### src/rtl/uart_wb_master_if.sv
// Wishbone master bundle for the serial debug bridge.
// Signal names carry the master's point of view (_o driven by the master).
interface uart_wb_master_if;
  logic [31:0] wb_adr_o;
  logic [31:0] wb_dat_o;
  logic [31:0] wb_dat_i;
  logic [3:0]  wb_sel_o;
  logic        wb_we_o;
  logic        wb_cyc_o;
  logic        wb_stb_o;
  logic        wb_ack_i;
  logic        wb_err_i;
  logic        wb_rty_i;

  modport master (
    output wb_adr_o, wb_dat_o, wb_sel_o, wb_we_o, wb_cyc_o, wb_stb_o,
    input  wb_dat_i, wb_ack_i, wb_err_i, wb_rty_i
  );

  modport slave (
    input  wb_adr_o, wb_dat_o, wb_sel_o, wb_we_o, wb_cyc_o, wb_stb_o,
    output wb_dat_i, wb_ack_i, wb_err_i, wb_rty_i
  );
endinterface

### src/rtl/uart_wb_master.sv
// Serial-to-Wishbone debug master: 8N1 command frames in, single 32-bit
// bus cycles out, read data or a status byte returned on the same line.
module uart_wb_master #(
  parameter int clk_freq      = 50000000,
  parameter int baud          = 115200,
  parameter int wb_timeout    = 65535,
  parameter int frame_timeout = 500000
) (
  input  logic             clk,
  input  logic             reset_n,
  input  logic             uart_rxd,
  output logic             uart_txd,
  output logic             busy,
  uart_wb_master_if.master wb
);

  localparam int DIV   = clk_freq / baud;
  localparam int HALF  = (DIV / 2 > 0) ? DIV / 2 : 1;
  localparam int DIV_W = (DIV > 1) ? $clog2(DIV) : 1;
  localparam int WB_W  = $clog2(wb_timeout + 1);
  localparam int FT_W  = $clog2(frame_timeout + 1);

  localparam logic [7:0] CMD_RD = 8'h01;
  localparam logic [7:0] CMD_WR = 8'h02;
  localparam logic [7:0] RSP_OK = 8'h06;
  localparam logic [7:0] RSP_NG = 8'h15;

  // ---------------------------------------------------------------- receiver
  typedef enum logic [1:0] {RX_IDLE, RX_START, RX_BITS, RX_STOP} rx_state_t;

  logic             rxd_s1_q, rxd_s2_q, rxd_prev_q;
  rx_state_t        rx_state_q, rx_state_d;
  logic [DIV_W-1:0] rx_cnt_q, rx_cnt_d;
  logic [2:0]       rx_bit_q, rx_bit_d;
  logic [7:0]       rx_sh_q, rx_sh_d;
  logic             rx_valid_q, rx_valid_d;
  logic             rx_ferr_q, rx_ferr_d;
  logic             rx_active;

  // Two-flop synchronizer plus one delayed copy for falling-edge detection.
  always_ff @(posedge clk or negedge reset_n) begin
    if (!reset_n) begin
      rxd_s1_q   <= 1'b1;
      rxd_s2_q   <= 1'b1;
      rxd_prev_q <= 1'b1;
    end else begin
      rxd_s1_q   <= uart_rxd;
      rxd_s2_q   <= rxd_s1_q;
      rxd_prev_q <= rxd_s2_q;
    end
  end

  // Receiver bit timing: glitch check at half a bit, then one sample per bit.
  always_comb begin
    rx_state_d = rx_state_q;
    rx_cnt_d   = rx_cnt_q + 1'b1;
    rx_bit_d   = rx_bit_q;
    rx_sh_d    = rx_sh_q;
    rx_valid_d = 1'b0;
    rx_ferr_d  = 1'b0;
    case (rx_state_q)
      RX_IDLE: begin
        rx_cnt_d = '0;
        if (rxd_prev_q && !rxd_s2_q) rx_state_d = RX_START;
      end
      RX_START: begin
        if (rx_cnt_q == DIV_W'(HALF - 1)) begin
          rx_cnt_d   = '0;
          rx_bit_d   = '0;
          rx_state_d = rxd_s2_q ? RX_IDLE : RX_BITS;
        end
      end
      RX_BITS: begin
        if (rx_cnt_q == DIV_W'(DIV - 1)) begin
          rx_cnt_d = '0;
          rx_sh_d  = {rxd_s2_q, rx_sh_q[7:1]};
          rx_bit_d = rx_bit_q + 1'b1;
          if (rx_bit_q == 3'd7) rx_state_d = RX_STOP;
        end
      end
      RX_STOP: begin
        if (rx_cnt_q == DIV_W'(DIV - 1)) begin
          rx_cnt_d   = '0;
          rx_valid_d = rxd_s2_q;
          rx_ferr_d  = !rxd_s2_q;
          rx_state_d = RX_IDLE;
        end
      end
      default: rx_state_d = RX_IDLE;
    endcase
  end

  // Receiver state registers.
  always_ff @(posedge clk or negedge reset_n) begin
    if (!reset_n) begin
      rx_state_q <= RX_IDLE;
      rx_cnt_q   <= '0;
      rx_bit_q   <= '0;
      rx_sh_q    <= '0;
      rx_valid_q <= 1'b0;
      rx_ferr_q  <= 1'b0;
    end else begin
      rx_state_q <= rx_state_d;
      rx_cnt_q   <= rx_cnt_d;
      rx_bit_q   <= rx_bit_d;
      rx_sh_q    <= rx_sh_d;
      rx_valid_q <= rx_valid_d;
      rx_ferr_q  <= rx_ferr_d;
    end
  end

  // A byte in flight keeps the inter-byte timeout from counting.
  assign rx_active = (rx_state_q != RX_IDLE);

  // ------------------------------------------------- parser / bus / transmit
  typedef enum logic [2:0] {P_IDLE, P_ADDR, P_DATA, P_BUS, P_RESP} p_state_t;

  p_state_t         state_q, state_d;
  logic             is_wr_q, is_wr_d;
  logic [1:0]       byte_cnt_q, byte_cnt_d;
  logic [23:0]      sh_q, sh_d;
  logic [31:0]      adr_hold_q, adr_hold_d;
  logic [FT_W-1:0]  frame_tmr_q, frame_tmr_d;
  logic [WB_W-1:0]  wb_tmr_q, wb_tmr_d;
  logic [31:0]      wb_adr_q, wb_adr_d;
  logic [31:0]      wb_dat_q, wb_dat_d;
  logic [3:0]       wb_sel_q, wb_sel_d;
  logic             wb_we_q, wb_we_d;
  logic             wb_cyc_q, wb_cyc_d;
  logic             wb_stb_q, wb_stb_d;
  logic [23:0]      resp_sh_q, resp_sh_d;
  logic [1:0]       resp_left_q, resp_left_d;
  logic [8:0]       tx_rest_q, tx_rest_d;
  logic [3:0]       tx_bit_q, tx_bit_d;
  logic [DIV_W-1:0] tx_cnt_q, tx_cnt_d;
  logic             txd_q, txd_d;
  logic             busy_q, busy_d;
  logic             go_bus;
  logic             load_tx;
  logic [7:0]       load_byte;

  // Frame parsing, the single Wishbone cycle and response serialisation.
  always_comb begin
    state_d     = state_q;
    is_wr_d     = is_wr_q;
    byte_cnt_d  = byte_cnt_q;
    sh_d        = sh_q;
    adr_hold_d  = adr_hold_q;
    frame_tmr_d = frame_tmr_q;
    wb_tmr_d    = wb_tmr_q;
    wb_adr_d    = wb_adr_q;
    wb_dat_d    = wb_dat_q;
    wb_sel_d    = wb_sel_q;
    wb_we_d     = wb_we_q;
    wb_cyc_d    = wb_cyc_q;
    wb_stb_d    = wb_stb_q;
    resp_sh_d   = resp_sh_q;
    resp_left_d = resp_left_q;
    tx_rest_d   = tx_rest_q;
    tx_bit_d    = tx_bit_q;
    tx_cnt_d    = tx_cnt_q;
    txd_d       = txd_q;
    busy_d      = busy_q;
    go_bus      = 1'b0;
    load_tx     = 1'b0;
    load_byte   = RSP_NG;

    case (state_q)
      P_IDLE: begin
        if (rx_valid_q && (rx_sh_q == CMD_RD || rx_sh_q == CMD_WR)) begin
          is_wr_d     = (rx_sh_q == CMD_WR);
          byte_cnt_d  = '0;
          frame_tmr_d = '0;
          busy_d      = 1'b1;
          state_d     = P_ADDR;
        end
      end
      P_ADDR, P_DATA: begin
        if (rx_ferr_q) begin
          state_d = P_IDLE;
          busy_d  = 1'b0;
        end else if (rx_valid_q) begin
          frame_tmr_d = '0;
          sh_d        = {sh_q[15:0], rx_sh_q};
          byte_cnt_d  = byte_cnt_q + 1'b1;
          if (byte_cnt_q == 2'd3) begin
            if (state_q == P_DATA) begin
              wb_adr_d = adr_hold_q;
              wb_dat_d = {sh_q, rx_sh_q};
              go_bus   = 1'b1;
            end else if (is_wr_q) begin
              adr_hold_d = {sh_q, rx_sh_q};
              state_d    = P_DATA;
            end else begin
              wb_adr_d = {sh_q, rx_sh_q};
              go_bus   = 1'b1;
            end
          end
        end else if (rx_active) begin
          frame_tmr_d = '0;
        end else if (frame_tmr_q == FT_W'(frame_timeout)) begin
          state_d = P_IDLE;
          busy_d  = 1'b0;
        end else begin
          frame_tmr_d = frame_tmr_q + 1'b1;
        end
      end
      P_BUS: begin
        // ack has priority when several terminations arrive together.
        if (wb.wb_ack_i) begin
          load_tx = 1'b1;
          if (is_wr_q) begin
            load_byte   = RSP_OK;
            resp_left_d = 2'd0;
          end else begin
            load_byte   = wb.wb_dat_i[31:24];
            resp_sh_d   = wb.wb_dat_i[23:0];
            resp_left_d = 2'd3;
          end
        end else if (wb.wb_err_i || wb.wb_rty_i ||
                     wb_tmr_q == WB_W'(wb_timeout - 1)) begin
          load_tx     = 1'b1;
          load_byte   = RSP_NG;
          resp_left_d = 2'd0;
        end else begin
          wb_tmr_d = wb_tmr_q + 1'b1;
        end
        if (load_tx) begin
          wb_cyc_d = 1'b0;
          wb_stb_d = 1'b0;
          wb_we_d  = 1'b0;
          wb_sel_d = 4'h0;
          state_d  = P_RESP;
        end
      end
      P_RESP: begin
        if (tx_cnt_q == DIV_W'(DIV - 1)) begin
          tx_cnt_d = '0;
          if (tx_bit_q == 4'd9) begin
            // Next byte's start bit follows the stop bit with no idle gap.
            if (resp_left_q != 2'd0) begin
              load_tx     = 1'b1;
              load_byte   = resp_sh_q[23:16];
              resp_sh_d   = {resp_sh_q[15:0], 8'h00};
              resp_left_d = resp_left_q - 1'b1;
            end else begin
              txd_d   = 1'b1;
              busy_d  = 1'b0;
              state_d = P_IDLE;
            end
          end else begin
            tx_bit_d  = tx_bit_q + 1'b1;
            txd_d     = tx_rest_q[0];
            tx_rest_d = {1'b1, tx_rest_q[8:1]};
          end
        end else begin
          tx_cnt_d = tx_cnt_q + 1'b1;
        end
      end
      default: begin
        state_d = P_IDLE;
        busy_d  = 1'b0;
      end
    endcase

    if (go_bus) begin
      wb_cyc_d = 1'b1;
      wb_stb_d = 1'b1;
      wb_sel_d = 4'hF;
      wb_we_d  = is_wr_q;
      wb_tmr_d = '0;
      state_d  = P_BUS;
    end
    if (load_tx) begin
      txd_d     = 1'b0;
      tx_rest_d = {1'b1, load_byte};
      tx_bit_d  = '0;
      tx_cnt_d  = '0;
    end
  end

  // Parser, bus and transmitter registers; reset kills cyc/stb and txd at once.
  always_ff @(posedge clk or negedge reset_n) begin
    if (!reset_n) begin
      state_q     <= P_IDLE;
      is_wr_q     <= 1'b0;
      byte_cnt_q  <= '0;
      sh_q        <= '0;
      adr_hold_q  <= '0;
      frame_tmr_q <= '0;
      wb_tmr_q    <= '0;
      wb_adr_q    <= '0;
      wb_dat_q    <= '0;
      wb_sel_q    <= 4'h0;
      wb_we_q     <= 1'b0;
      wb_cyc_q    <= 1'b0;
      wb_stb_q    <= 1'b0;
      resp_sh_q   <= '0;
      resp_left_q <= '0;
      tx_rest_q   <= '1;
      tx_bit_q    <= '0;
      tx_cnt_q    <= '0;
      txd_q       <= 1'b1;
      busy_q      <= 1'b0;
    end else begin
      state_q     <= state_d;
      is_wr_q     <= is_wr_d;
      byte_cnt_q  <= byte_cnt_d;
      sh_q        <= sh_d;
      adr_hold_q  <= adr_hold_d;
      frame_tmr_q <= frame_tmr_d;
      wb_tmr_q    <= wb_tmr_d;
      wb_adr_q    <= wb_adr_d;
      wb_dat_q    <= wb_dat_d;
      wb_sel_q    <= wb_sel_d;
      wb_we_q     <= wb_we_d;
      wb_cyc_q    <= wb_cyc_d;
      wb_stb_q    <= wb_stb_d;
      resp_sh_q   <= resp_sh_d;
      resp_left_q <= resp_left_d;
      tx_rest_q   <= tx_rest_d;
      tx_bit_q    <= tx_bit_d;
      tx_cnt_q    <= tx_cnt_d;
      txd_q       <= txd_d;
      busy_q      <= busy_d;
    end
  end

  assign wb.wb_adr_o = wb_adr_q;
  assign wb.wb_dat_o = wb_dat_q;
  assign wb.wb_sel_o = wb_sel_q;
  assign wb.wb_we_o  = wb_we_q;
  assign wb.wb_cyc_o = wb_cyc_q;
  assign wb.wb_stb_o = wb_stb_q;
  assign uart_txd    = txd_q;
  assign busy        = busy_q;

endmodule
### src/flat_wrapper.sv
// flat-port wrapper written by rule: the top's interface ports become plain ports
module uart_wb_master_flat 
#(
  parameter int clk_freq      = 50000000,
  parameter int baud          = 115200,
  parameter int wb_timeout    = 65535,
  parameter int frame_timeout = 500000
)
  (clk, reset_n, uart_rxd, uart_txd, busy, wb_wb_adr_o, wb_wb_dat_o, wb_wb_sel_o, wb_wb_we_o, wb_wb_cyc_o, wb_wb_stb_o, wb_wb_dat_i, wb_wb_ack_i, wb_wb_err_i, wb_wb_rty_i);
  uart_wb_master_if wb_i ();
  input  logic clk;
  input  logic reset_n;
  input  logic uart_rxd;
  output logic uart_txd;
  output logic busy;
  output wire logic [$bits(wb_i.wb_adr_o)-1:0] wb_wb_adr_o;
  output wire logic [$bits(wb_i.wb_dat_o)-1:0] wb_wb_dat_o;
  output wire logic [$bits(wb_i.wb_sel_o)-1:0] wb_wb_sel_o;
  output wire logic [$bits(wb_i.wb_we_o)-1:0] wb_wb_we_o;
  output wire logic [$bits(wb_i.wb_cyc_o)-1:0] wb_wb_cyc_o;
  output wire logic [$bits(wb_i.wb_stb_o)-1:0] wb_wb_stb_o;
  input wire logic [$bits(wb_i.wb_dat_i)-1:0] wb_wb_dat_i;
  input wire logic [$bits(wb_i.wb_ack_i)-1:0] wb_wb_ack_i;
  input wire logic [$bits(wb_i.wb_err_i)-1:0] wb_wb_err_i;
  input wire logic [$bits(wb_i.wb_rty_i)-1:0] wb_wb_rty_i;
  assign wb_wb_adr_o = wb_i.wb_adr_o;
  assign wb_wb_dat_o = wb_i.wb_dat_o;
  assign wb_wb_sel_o = wb_i.wb_sel_o;
  assign wb_wb_we_o = wb_i.wb_we_o;
  assign wb_wb_cyc_o = wb_i.wb_cyc_o;
  assign wb_wb_stb_o = wb_i.wb_stb_o;
  assign wb_i.wb_dat_i = wb_wb_dat_i;
  assign wb_i.wb_ack_i = wb_wb_ack_i;
  assign wb_i.wb_err_i = wb_wb_err_i;
  assign wb_i.wb_rty_i = wb_wb_rty_i;
  uart_wb_master #(.clk_freq(clk_freq), .baud(baud), .wb_timeout(wb_timeout), .frame_timeout(frame_timeout)) u_core (.clk(clk), .reset_n(reset_n), .uart_rxd(uart_rxd), .uart_txd(uart_txd), .busy(busy), .wb(wb_i));
endmodule
### config.mk
export PLATFORM = sky130hd
export DESIGN_NAME = uart_wb_master_flat
export DESIGN_NICKNAME = d
export VERILOG_FILES = /design/src/rtl/uart_wb_master_if.sv /design/src/rtl/uart_wb_master.sv /design/src/flat_wrapper.sv
export SDC_FILE = /design/constraint.sdc
export NUM_CORES = 1
export LEC_CHECK = 0
export ABC_CLOCK_PERIOD_IN_PS = 2150
export BUFFER_PORTS_ARGS = -buffer_cell sky130_fd_sc_hd__buf_2
export CAP_MARGIN = 20
export CORE_MARGIN = 2
export CORE_UTILIZATION = 54
export DETAILED_ROUTE_END_ITERATION = 8
export HOLD_SLACK_MARGIN = 0.12
export PLACE_DENSITY = 0.77
export SETUP_SLACK_MARGIN = 0.05
export SLEW_MARGIN = 20
export SYNTH_ARGS = -nofsm -noshare
export SYNTH_HDL_FRONTEND = slang
export SYNTH_SLANG_ARGS = --single-unit
### constraint.sdc
create_clock -name clk -period 2.15 [get_ports clk]
set_input_delay 0.43 -clock clk [delete_from_list [all_inputs] [get_ports clk]]
set_output_delay 0.43 -clock clk [all_outputs]
set_load 0.03 [all_outputs]
==> results of run 1 <==
## area by class of cell
| class | count | share of cell area |
|---|---|---|
| inverter | 26 | 0.007263 |
| timing repair buffer | 225 | 0.1214 |
| tap | 270 | 0.02421 |
| clock buffer | 38 | 0.05407 |
| multi-input combinational | 676 | 0.3583 |
| sequential | 239 | 0.4298 |
| clock inverter | 5 | 0.005021 |
## cell usage in the layout, fill, tap and decap left out, drive strengths merged, types with 21 or more instances in the layout
cell	instances
buf	211
mux2i	40
a21oi	31
inv	26
nand2	140
or4	24
dfrtp	227
o31ai	21
nor2	45
o21ai	67
clkbuf	42
mux2	116
## metrics by stage
stage	setup slack, ns	instance area (um2)	utilization	setup TNS, ns
floorplan	-0.09305	11240	-	-0.3964
global placement	0.01041	12620	0.6239	0
detailed placement	-0.06270	12620	0.6239	-0.5527
CTS	-0.01502	13660	0.6751	-0.01526
global route	-0.1482	13950	0.6896	-1.980
finish	-0.04357	13950	0.6896	-0.2967
## per-layer routing
| metal | vias to the layer above | global-route usage | share of wire |
|---|---|---|---|
| met1 | 4264 | 0.3238 | 0.44 |
| li1 | 3936 | - | - |
| met5 | - | 0 | 0 |
| met2 | 253 | 0.3921 | 0.48 |
| met3 | 49 | 0.04012 | 0.055 |
| met4 | 0 | 0.06298 | 0.021 |
## registers in the layout, summed over array words and instances (netlist names), 3 cells and up, named ones only
register	count
u_core.adr_hold_q	32
u_core.wb.wb_adr_o	32
u_core.wb.wb_dat_o	32
u_core.resp_sh_q	24
u_core.sh_q	24
u_core.frame_tmr_q	19
u_core.wb_tmr_q	16
u_core.rx_cnt_q	9
u_core.tx_cnt_q	9
u_core.rx_sh_q	8
u_core.tx_rest_q	8
u_core.tx_bit_q	4
u_core.rx_bit_q	3
u_core.state_q	3
## kinds of logic after synthesis
logic type / after synthesis / share of synthesized area
buffers and inverters: 80 / 0.03357
flip-flops: 239 / 0.5399
AND/OR/NAND/NOR: 324 / 0.1478
multiplexers: 156 / 0.1537
AO/OA/AOI/OAI: 154 / 0.08540
adder cells (fa/ha/maj): 20 / 0.02231
XOR/XNOR: 22 / 0.01735
## worst register-to-register path, stage by stage (launching register included)
cell and delay [ns]:
dfrtp_1 0.37, or4_1 0.54, or4_4 0.48, nor3_4 0.19, buf_6 0.14, buf_12 0.13, o31ai_1 0.10, a21oi_1 0.16
## worst max path at each step
stage,slack (ns),to,from
finish,-0.04,u_core.frame_tmr_q[4]$_DFFE_PN0P_,u_core.frame_tmr_q[11]$_DFFE_PN0P_
global placement,0.01,u_core.frame_tmr_q[12]$_DFFE_PN0P_,u_core.rx_sh_q[2]$_DFFE_PN0P_
detailed placement,-0.06,u_core.rx_cnt_q[7]$_DFF_PN0_,u_core.rx_cnt_q[1]$_DFF_PN0_
global route,-0.15,u_core.frame_tmr_q[14]$_DFFE_PN0P_,u_core.frame_tmr_q[11]$_DFFE_PN0P_
CTS,-0.02,u_core.frame_tmr_q[11]$_DFFE_PN0P_,u_core.rx_sh_q[2]$_DFFE_PN0P_
floorplan,-0.09,u_core.tx_rest_q[4]$_DFFE_PN1P_,u_core.state_q[0]$_DFFE_PN0P_
## power groups by stage
stage               registers (W)  logic [W]  clock network [W]
CTS                       0.00473    0.00101            0.00439
finish                    0.00473    0.00100            0.00431
detailed placement        0.00481   0.000951                  0
global placement          0.00480   0.000917                  0
global route              0.00474    0.00112            0.00456
floorplan                 0.00482   0.000502                  0
## repair_timing
action | 4_1_cts | 5_1_grt
resized for setup | 18 | 30
hold buffers | 10 | 0
endpoints found under the hold margin | 66 | 0
pin swaps | 5 | 7
buffers inserted | 6 | 7
endpoints found under the setup margin | 50 | 99
cloned | 0 | 6
==> impl_metrics.ini, run 1 <==
[floorplanning]
io_pins = 111
rows = 52
initial_core_util = 0.5488
dieArea_um2 = 21730
die_w_um = 147.4
dieHeight_um = 147.4
coreArea_um2 = 20230

[worst_setup_path]
r2r-end = u_core.frame_tmr_q[4]$_DFFE_PN0P_
cp_data_required_time_ns = 2.60
cp_slowest_stage_delay_ns = 0.54
cp_num_buf_inv = 2
critical_path.top_delay_family = simple AND/OR/NAND/NOR gates
path_depth = 7
critPathKind = register to register
r2r_cells = 7
start_kind = register
r2r_start = u_core.frame_tmr_q[11]$_DFFE_PN0P_
rrSetupSlack_ns = -0.04
critPathMaxFanout = 19
end_kind = register
arrival_ns = 2.64
crit_slowest_cell = or4_1
crit_chain = or4_1 -> or4_4 -> nor3_4 -> buf_6 -> buf_12 -> o31ai_1 -> a21oi_1

[layout]
drive_gt1_frac = 0.3515
ff_latch_area_um2 = 5997
n_antenna_cell = 0
area_growth_pct = 25.65
nFillCells = 1395
multiInputGateArea_um2 = 5000
fin_cells = 1479
nets = 1250

[cts]
cts.sinks = 239
cts_buffers = 25
insertion_delay_ns = 0.53
cts_buffer_depth = 3
clkTransAtPathRegs_ns = 0.06
clock_tree.htree_level_count = 1
cts_tree = done
clockRootBuffer = clkbuf_16

[power]
p_leak_nw = 6.926
p_int_w = 0.007650
power_density_nw_per_um2 = 719.2
pwr-share-comb = 0.100
sw_frac_of_total = 0.2378
power_frac_seq = 0.471
p_clk_frac = 0.429
peakVddDrop_mv = 0.6595
p_sw_w = 0.002387
power.total_w = 0.01004

[logic_synthesis]
syn_inst = 995
ys_seq_area_frac = 0.5399
synth-seq-cells = 239
syn-mean-instance-area_um2 = 11.16
yosysMostFrequentCell = dfrtp_1
ys_types = 67
synth_flop_cell = dfrtp_1
post-synth-top-area-fraction = 0.5115
yosysWarnings = 0
synth_top_area_cell = dfrtp_1
synthTopCellsByArea = dfrtp_1 51%, mux2_2 12%, nand2_1 4.7%
synth_edf_count = 0
syn-num-nets = 1052
ys_async_sr_fraction = 1.000
synth_area_um2 = 11110
synthTopCellsByCount = 227 x dfrtp_1, 140 x nand2_1, 115 x mux2_2

[drt]
viasPerCell = 5.748
wl_per_cell_um = 17.79
drt_drc_violations_left = 0
dr_total_vias = 8502
drt_iter0_markers = 553
drtPass1Iterations = 5
ant_nets = 0
routed_wl_mm = 26.32

[grt]
grt.overflow.total = 0
grt_start_max_net_pins = 70
grt_antenna_before_repair = 0
grt_pass1_vias = 8511
grt_pass1_wl_mm = 42.33
grt_use_total = 0.2355

[run_status]
violations = negative setup slack
status = finished, violations left

[placement]
placed_cells = 1407
portBuffers = 110
gp_congestion = 0.8382
dp_hpwl_mm = 16.61

[min_path]
min_path_cells = 3
hold_path.class = input pin to register
min-delay-start = wb_wb_dat_i[27]
min_to = u_core.tx_rest_q[3]$_DFFE_PN1P_

[timing]
max_freq_mhz = 455.9
post-route-period-util = 1.020
finalClockSkew_ns = 0.008888
rsz0062_at_grt = yes
slew_viol_final = 0
finalSetupViolCount = 20
layout_setup_ws_ns = -0.04357
holdWs_ns = 0.1527
worstMarginPinSlew_ns = 0.5797
slew_headroom = 0.6135
final_hold_viol_count = 0
min_period_ns = 2.194

[flow_run]
cap_violations = 0
No activity file was read; power rests on OpenSTA's default activity.
==> inputs of run 2 (changes only) <==
--- a/config.mk
+++ b/config.mk
@@ -12,7 +12,7 @@
 export CORE_UTILIZATION = 54
 export DETAILED_ROUTE_END_ITERATION = 8
 export HOLD_SLACK_MARGIN = 0.12
-export PLACE_DENSITY = 0.77
+export PLACE_DENSITY_LB_ADDON = 0.1
 export SETUP_SLACK_MARGIN = 0.05
 export SLEW_MARGIN = 20
 export SYNTH_ARGS = -nofsm -noshare
==> run 2 against run 1 <==
- the flow still finishes with violations (negative setup slack)
- non-clock buffer count grew 7
- global-route usage is essentially flat
- core utilization grew 1.1 points
- clock skew grew 0.022 ns
- flip-flop and latch count is the same
- critical path type unchanged
==> impl_metrics.ini, run 2 (synthesis results as in run 1) <==
[power]
sw_frac_of_total = 0.2385
p_int_w = 0.007729
power_density_nw_per_um2 = 715.6
power_frac_seq = 0.465
p_sw_w = 0.002420
pwr-share-comb = 0.112
power.total_w = 0.01015
peakVddDrop_mv = 0.5351
p_clk_frac = 0.422
p_leak_nw = 6.988

[timing]
max_freq_mhz = 444.9
finalClockSkew_ns = 0.03125
min_period_ns = 2.248
slew_viol_final = 0
post-route-period-util = 1.045
final_hold_viol_count = 0
layout_setup_ws_ns = -0.09779
worstMarginPinSlew_ns = 0.4814
slew_headroom = 0.6708
rsz0062_at_grt = yes
finalSetupViolCount = 13

[flow_run]
cap_violations = 0

[grt]
grt_antenna_before_repair = 0
grt_pass1_vias = 8141
grt_start_max_net_pins = 78
met3_usage = 0.03210
met2_usage = 0.3764
met1_usage = 0.3515
grt_use_total = 0.2359
grt.overflow.total = 0
grt_pass1_wl_mm = 42.22
busiest_layer = met2

[worst_setup_path]
cp_slowest_stage_delay_ns = 0.53
start_kind = register
arrival_ns = 2.67
critical_path.top_delay_family = simple AND/OR/NAND/NOR gates
critPathKind = register to register
cp_data_required_time_ns = 2.58
crit_slowest_cell = or4_1
critPathMaxFanout = 5
cp_num_buf_inv = 2
end_kind = register
rrSetupSlack_ns = -0.1
crit_chain = or4_1 -> or4_4 -> nor3_4 -> buf_6 -> clkbuf_16 -> o31ai_4 -> a21oi_1

[drt]
viasPerCell = 5.597
drtPass1Iterations = 4
routed_wl_mm = 26.13
drt_drc_violations_left = 0
ant_nets = 0
drt_iter0_markers = 402
wl_per_cell_um = 17.54
dr_total_vias = 8340

[layout]
multiInputGateArea_um2 = 5176
area_growth_pct = 27.72
nFillCells = 1491
ff_latch_area_um2 = 5997
n_antenna_cell = 0
nets = 1258
drive_gt1_frac = 0.3852
mostFrequentLayoutCells = 226 x dfrtp_1, 138 x nand2_1, 109 x buf_2
final_common_cell = dfrtp_1
fin_cells = 1490
utilization = 0.7010
final_area_um2 = 14180

[placement]
post-place-ws_ns = -0.03683
place_area_um2 = 12690
gp_congestion = 0.8077
placed_cells = 1414
portBuffers = 110
dp_hpwl_mm = 16.88

[floorplanning]
rows = 52
io_pins = 111
dieArea_um2 = 21730
dieHeight_um = 147.4
die_w_um = 147.4
coreArea_um2 = 20230
initial_core_util = 0.5488

[cts]
clock_tree.htree_level_count = 1
cts.sinks = 239
cts_tree = done
cts_buffers = 26
cts_buffer_depth = 3
insertion_delay_ns = 0.54
clkTransAtPathRegs_ns = 0.06
clockRootBuffer = clkbuf_16

[run_status]
status = finished, violations left
violations = negative setup slack

[min_path]
hold_path.class = input pin to register
==> run 2: what timing repair did <==
item	CTS	global route
setup endpoints to repair	34	132
pin swaps	7	8
gates resized for setup	25	63
hold buffers	3	0
hold endpoints to repair	86	0
gates cloned	2	5
buffers inserted	9	11
==> run 2: final timing paths <==
kind                                               startpoint                                  to  cells past startpoint
setup / recovery           u_core.frame_tmr_q[11]$_DFFE_PN0P_   u_core.frame_tmr_q[4]$_DFFE_PN0P_                      7
hold / removal                                 wb_wb_dat_i[4]     u_core.resp_sh_q[4]$_DFFE_PN0P_                      3
setup reg to reg           u_core.frame_tmr_q[11]$_DFFE_PN0P_   u_core.frame_tmr_q[4]$_DFFE_PN0P_                      7
hold reg to reg                     u_core.rxd_s1_q$_DFF_PN1_           u_core.rxd_s2_q$_DFF_PN1_                      0
max in group asynchronous                             reset_n  u_core.wb.wb_dat_o[12]$_DFFE_PN0P_                      3
min in group asynchronous                             reset_n   u_core.wb.wb_dat_o[0]$_DFFE_PN0P_                      2
==> run 2: cell type report <==
type                    count  area share
multi-input cells         676      0.3649
repair buffers            232      0.1230
flip-flops and latches    239      0.4228
clock buffers              40     0.05311
inverters                  26    0.007145
well taps                 270     0.02382
clock inverters             7    0.005205
==> run 2: per-layer routing <==
layer  part of all wire  vias to the layer above  wire length, um
li1                   -                     3954                -
met1               0.46                     4158            11970
met2               0.48                      197            12500
met3              0.047                       31             1224
met4              0.017                        0              432
met5                  0                        -                0
==> run 2: power groups by stage <==
stage	sequential [W]	clock, W	combinational [W]
2_1_floorplan	0.00482	0	0.000502
3_3_place_gp	0.00480	0	0.00100
3_5_place_dp	0.00480	0	0.00102
4_1_cts	0.00472	0.00437	0.00107
5_1_grt	0.00474	0.00458	0.00128
6_report	0.00472	0.00429	0.00114
==> run 2: worst min-delay path: stages <==
cell and delay [ns]:
buf_2 0.07, nand2_1 0.04, o21ai_0 0.06
==> run 2: through the flow <==
step | hold slack [ns] | setup TNS, ns
floorplan | 0.1344 | -0.3964
global placement | 0.3084 | 0
detailed placement | 0.3081 | -0.1503
CTS | 0.1226 | -0.1172
global route | 0.1373 | -1.919
finish | 0.1346 | -0.3783
